### src/rtl/inst_fetch_queue.sv
// inst_fetch_queue: buffers aligned 128-bit cache lines and hands out one
// 32-bit instruction with its PC per pop; a jump/branch flushes and redirects.
// Optional macro IFQ_BYPASS_EN: a line filled into an empty queue is visible
// in the same cycle.
`timescale 1ns/1ps
module inst_fetch_queue #(
   parameter int unsigned DEPTH = 4
) (
   input  logic         clk,
   input  logic         rst,
   output logic [31:0]  pc_in,
   output logic         cache_rd_en,
   output logic         cache_abort,
   input  logic [127:0] dout,
   input  logic         dout_valid,
   output logic [31:0]  pc_out,
   output logic [31:0]  inst,
   output logic         empty,
   input  logic         inst_rd_en,
   input  logic [31:0]  jmp_branch_address,
   input  logic         jmp_branch_valid
);

   localparam int unsigned AW = (DEPTH > 1) ? $clog2(DEPTH) : 1;
   localparam int unsigned PW = AW + 1;

   logic [127:0]  mem [DEPTH];
   logic [PW-1:0] wp, rl, wp_nxt, rl_nxt;
   logic [1:0]    ro, ro_nxt;
   logic [31:0]   pc_in_nxt, pc_out_nxt;
   logic          full, ptr_empty, fill, pop;
   logic [127:0]  head_line;

   // Queue status from the wrap-bit pointers
   always_comb begin
      ptr_empty = (wp == rl);
      full      = (wp[AW-1:0] == rl[AW-1:0]) && (wp[AW] != rl[AW]);
   end

   assign cache_rd_en = ~full;
   assign cache_abort = jmp_branch_valid;
   assign fill        = cache_rd_en & dout_valid & ~jmp_branch_valid;

`ifdef IFQ_BYPASS_EN
   assign empty     = ptr_empty & ~fill;
   assign head_line = ptr_empty ? dout : mem[rl[AW-1:0]];
`else
   assign empty     = ptr_empty;
   assign head_line = mem[rl[AW-1:0]];
`endif

   assign pop  = inst_rd_en & ~empty & ~jmp_branch_valid;
   assign inst = head_line[{ro, 5'b0} +: 32];

   // Next-state: redirect overrides fill and pop
   always_comb begin
      wp_nxt     = wp;
      rl_nxt     = rl;
      ro_nxt     = ro;
      pc_in_nxt  = pc_in;
      pc_out_nxt = pc_out;
      if (jmp_branch_valid) begin
         wp_nxt     = '0;
         rl_nxt     = '0;
         ro_nxt     = jmp_branch_address[3:2];
         pc_in_nxt  = jmp_branch_address & ~32'hF;
         pc_out_nxt = jmp_branch_address & ~32'h3;
      end else begin
         if (fill) begin
            wp_nxt    = wp + PW'(1);
            pc_in_nxt = pc_in + 32'd16;
         end
         if (pop) begin
            ro_nxt     = ro + 2'd1;
            pc_out_nxt = pc_out + 32'd4;
            if (ro == 2'd3) rl_nxt = rl + PW'(1);
         end
      end
   end

   // Pointer and PC registers
   always_ff @(posedge clk or negedge rst) begin
      if (!rst) begin
         wp     <= '0;
         rl     <= '0;
         ro     <= '0;
         pc_in  <= '0;
         pc_out <= '0;
      end else begin
         wp     <= wp_nxt;
         rl     <= rl_nxt;
         ro     <= ro_nxt;
         pc_in  <= pc_in_nxt;
         pc_out <= pc_out_nxt;
      end
   end

   // Line storage; contents need no reset
   always_ff @(posedge clk) begin
      if (fill) mem[wp[AW-1:0]] <= dout;
   end

endmodule

### config.mk
export PLATFORM = sky130hd
export DESIGN_NAME = inst_fetch_queue
export DESIGN_NICKNAME = d
export VERILOG_FILES = /design/src/rtl/inst_fetch_queue.sv
export SDC_FILE = /design/constraint.sdc
export NUM_CORES = 1
export LEC_CHECK = 0
export ABC_AREA = 1
export CAP_MARGIN = 0
export CORE_UTILIZATION = 55
export DETAILED_ROUTE_END_ITERATION = 7
export PLACE_DENSITY_LB_ADDON = 0.1
export SLEW_MARGIN = 15
export SYNTH_ARGS = -nofsm -noshare
export SYNTH_HDL_FRONTEND = slang
export SYNTH_SLANG_ARGS = --single-unit
### constraint.sdc
create_clock -name clk -period 10 [get_ports clk]
set_input_delay 2 -clock clk [delete_from_list [all_inputs] [get_ports clk]]
set_output_delay 2 -clock clk [all_outputs]
set_load 0.02 [all_outputs]
Yosys cells after proc, flatten, opt, wreduce, memory -nomap -nowiden:

Memories as Yosys holds them, arrays and structs flattened.
Cells that the tools add are included.

* add/sub/neg operators: 5
* equal/unequal tests: 4
* shift operators: 1
* mux-type cells: 13
* bitwise gates (word level): 7
* reduce and logical (&&, ||, !) cells: 5

Operators by type and width (count)
* 32-bit two-way mux: 4
* 128-bit by 8-bit variable part select with 32-bit output: 1
* 32-bit by 3-bit adder with 32-bit output (second input constant): 1
* 32-bit by 5-bit adder with 32-bit output (second input constant): 1
* 3-bit two-way mux: 5
* 3-bit by 1-bit adder with 3-bit output (second input constant): 2
* 2-bit nonzero test: 3
* 1-bit AND: 4
* 2-bit two-way mux: 2
* 3-bit equality test: 1
* 1-bit inverter: 3
* 2-bit by 1-bit adder with 2-bit output (second input constant): 1
* 2-bit equality test: 1
* 2-bit equality test (second input constant): 1
* 1-bit two-way mux: 2
* 2-bit AND reduction: 1
* 1-bit logical AND: 1
* 1-bit != test: 1

* register bits: 72
* memory bits (writable): 512
* input port bits: 165
* output and inout port bits: 99
* word-level logic and storage cells: 41
* memories: 1

Memory list
* mem: words 4, bits a word 128, read ports 1, clocked after memory_dff 0, wr ports 1, line 27 `logic [127:0] mem [DEPTH];`

Longest topological paths before layout:

* depth after elaboration: 7
* mapped depth: 11
* depth with buffers taken out: 10

Worst setup path before layout:

OpenSTA, ideal clock, no wires.

* kind: input to register
* from: in dout_valid
* to: mem mem[3][0], enable pin
* library setup time: 620 ps
* data arrival time: 7702 ps
* data required time: 9380 ps
* path slack: 1678 ps
* stages: 5
* path buffers: 1
* cell sequence: nand2_4 -> buf_4 -> inv_1 -> nand2_1 -> nor2_1

* cells in the longest elaborated chain, start to end: 4

RTL lines
* from (decl): line 15 `input logic dout_valid,`
* 1-bit AND (2 in a row): line 42 `assign fill = cache_rd_en & dout_valid & ~jmp_branch_valid;`
* 1-bit two-way mux: line 100 `if (fill) mem[wp[AW-1:0]] <= dout;`
* 1-bit two-way mux (not written as such): line 100
* to (decl): line 27

Every way passes these cells.

Final worst setup path:

* from: reg rl[0]
* to: out inst[31]

* cells in the longest elaborated chain, start to end: 2

RTL lines
* from (decl): line 28 `logic [PW-1:0] wp, rl, wp_nxt, rl_nxt;`
* from (signal assigned): line 91 `rl <= rl_nxt;`
* memory read 4 x 128 bit
* 128-bit by 8-bit variable part select with 32-bit output: line 53 `assign inst = head_line[{ro, 5'b0} +: 32];`
* to (decl): line 17 `output logic [31:0] inst,`

Every way passes these cells.

==> results.yml <==
synth:
  syn_inst: 2316
  synthTopCellsByArea: "edfxtp_1, dfrtp_1, nand2_1, o21ai_0, nor2_1"
  synth_cell_types: 31
  synth_edf_count: 512
  yosys_warnings: 0
  synth_top_area_cell: "edfxtp_1"
  postSynthAreaPerCell_um2: 10.8
  seq_area_frac_synth_pct: 67.8
  yosysMostFrequentCell: "edfxtp_1"
  synth_top_area_share_pct: 61.2
  yosys_register_bits: 578
  synthTopCellsByCount: "edfxtp_1, nand2_1, nor2_1"
  async_reset_ff_share_pct: 11.4
  synth_ff_type: "edfxtp_1"
  netlist_area_um2: 25100
power_and_ir_drop:
  power.total_mw: 5.76
  peakVddDrop_v: 0.000175
  power_density_nw_per_um2: 194
  p_leak_nw: 10.7
detailed_routing:
  dr_total_vias: 18100
  wire_per_inst_um: 20.3
  first_iter_violations: 1864
  drt_wl_total_um: 64100
  firstDrtPassIters: 5
  ant_nets: 0
  via_per_inst: 5.73
  drc_errors: 0
die:
  core_um2: 44600
  die_y_um: 216
  die-area_um2: 46500
  initial_core_util_pct: 56.3
  die_w_um: 216
  io_pins: 264
  num_rows: 77
timing:
  fin_tns_setup_ns: 0
  finalSetupViolations: 0
  rsz0062_at_grt: "no"
  hold_violations: 0
  skew_ns: 0.0130
  max_slew_margin_pct: 25.1
  fmax_mhz: 149
  finalCritPeriodShare_pct: 67.0
  final_max_slew_viol_count: 0
  period_needed_ns: 6.70
  worst_pin_slew_ns: 1.12
  whs_ns: 0.550
outcome:
  outcome: "finished, final reports clean"
cts:
  cts_resized: 0
  ctsHoldBuffers: 0
  cts_tree: "built"
  cts_made_buffers: 58
  post_cts_buffers: 0
  clk_pin_slew_ns: 0.06
  clock-sinks: 578
  cts_buffer_depth: 3
  root_buffer: "clkbuf_16"
  clk_latency_ns: 0.61
  htree_levels: 2
grt:
  grt_first_pass_wirelength_um: 97600
  antenna_found_initial: 7
  grt_max_degree: 216
  grtUsageTotal_pct: 27.4
  globalRoute.totalOverflow: 0
  grt_pass1_vias: 17200
final_layout:
  area_growth_pct: 18.6
  drive_above_1_share_pct: 4.79
  fillerInstances: 3379
  num-nets-final: 2693
  stdcell_count: 3163
setup_path:
  worstSetupStartpointType: "flip-flop"
  crit_top_cell: "nor2_1"
  critPathArrivalTime_ns: 4.70
  critPathBufInv: 3
  slowest_delay_ns: 0.96
  critical_path.endpoint_type: "output port"
  cp_top_family: "buffers and inverters"
  worstSetupPathType: "flip-flop to output port"
  cp_slowest_cell: "buf_4"
  path_max_fanout: 100
  path_cells: "inv_6 -> buf_4 -> nor2_1 -> nor2_1 -> o21ai_0 -> o211ai_1 -> nand3_1 -> nand2_1 -> clkdlybuf4s50_1"
  crit_required_ns: 8.00
run:
  max_cap_viol_count: 0
place:
  port_buffers: 255
  gp_congestion: 0.918
  dp_cells: 3052
  hpwl_um: 38100
hold_path:
  hp-class: "flip-flop to flip-flop"
[cells in the final DEF (no fill, tap or decap), types with 3 or more instances in the layout]
master           count
o21ai_0            273
edfxtp_1           512
diode_2              3
clkinv_1            18
o21ai_1              9
o211ai_1           128
buf_4               14
xor2_1               6
bufinv_16            4
dfrtp_4              3
clkbuf_1            15
clkinv_2             9
xnor2_1              3
ha_1                 8
a21oi_1             65
clkbuf_16           59
nand3_1            183
nand2_1            390
conb_1               6
nor2_1             331
nand4_1             12
buf_12               3
nor2_4               7
o21bai_1             4
clkdlybuf4s50_1    254
inv_1              163
nor2_2               4
nand2_4              3
dfrtp_1             62
nand2_2              4
[cell type report]
cell class | instances | area (um^2) | area share (%)
clock buffers | 75 | 1550 | 5.19
diodes | 3 | 7.51 | 0.0252
flip-flops and latches | 578 | 17000 | 57.2
clock inverters | 33 | 268 | 0.899
inverters | 168 | 637 | 2.14
repair buffers | 272 | 2710 | 9.11
well taps | 592 | 741 | 2.49
multi-input cells | 1442 | 6840 | 22.9
[sequential cells by signal, summed over array words and instances, names as in the netlist]
name,count
wp,3
rl,3
pc_out,30
pc_in,28
ro,2
mem,512
[routing by layer]
| layer | track usage [%] | routed length [um] |
|---|---|---|
| met5 | 0 | 41 |
| met3 | 3.83 | 4380 |
| met4 | 10.1 | 1700 |
| met1 | 37.9 | 27000 |
| met2 | 44.3 | 31000 |
[stage by stage]
stage,util [%],worst slack (ns),instance area [um^2]
floorplan,-,1.68,25100
global placement,62.7,3.98,28000
detailed placement,62.7,3.96,28000
CTS,66.8,3.28,29800
global route,66.8,3.07,29800
finish,66.8,3.30,29800
[kinds of logic after synthesis]
kind of cell    Yosys count  synth area share [%]
fa+ha+maj                 8                 0.399
other cells               1                0.0149
xor+xnor                  9                 0.314
buf+inv                 301                  5.15
flops                   578                  67.8
simple gates            940                  15.4
compound gates          479                  10.9
[worst register-to-register path: cells and delay by family, from the launching register on]
family,cells,cell delay (ns)
and+or+nand+nor,6,1.34
buffers and inverters,4,2.50
DFF,1,0.95
[final timing paths]
| kind | startpoint | to | slack, ns | depth (start not counted) |
|---|---|---|---|---|
| worst max-delay path | rl[0] | inst[31] | 3.30 | 9 |
| worst min-delay path | pc_out[3] | pc_out[3] | 0.55 | 2 |
| worst max register to register | rl[0] | mem[2][91] | 4.77 | 10 |
| worst min register to register | pc_out[3] | pc_out[3] | 0.55 | 2 |
| max in group asynchronous | rst | rl[0] | 7.70 | 2 |
| min in group asynchronous | rst | pc_in[22] | 1.58 | 2 |
[report_power, final]
part,internal [mW],switching (mW)
registers,2.73,0.0852
clock network,1.19,0.887
logic,0.324,0.551
total,4.24,1.52
Note: power is estimated with default switching activity, not from simulation.
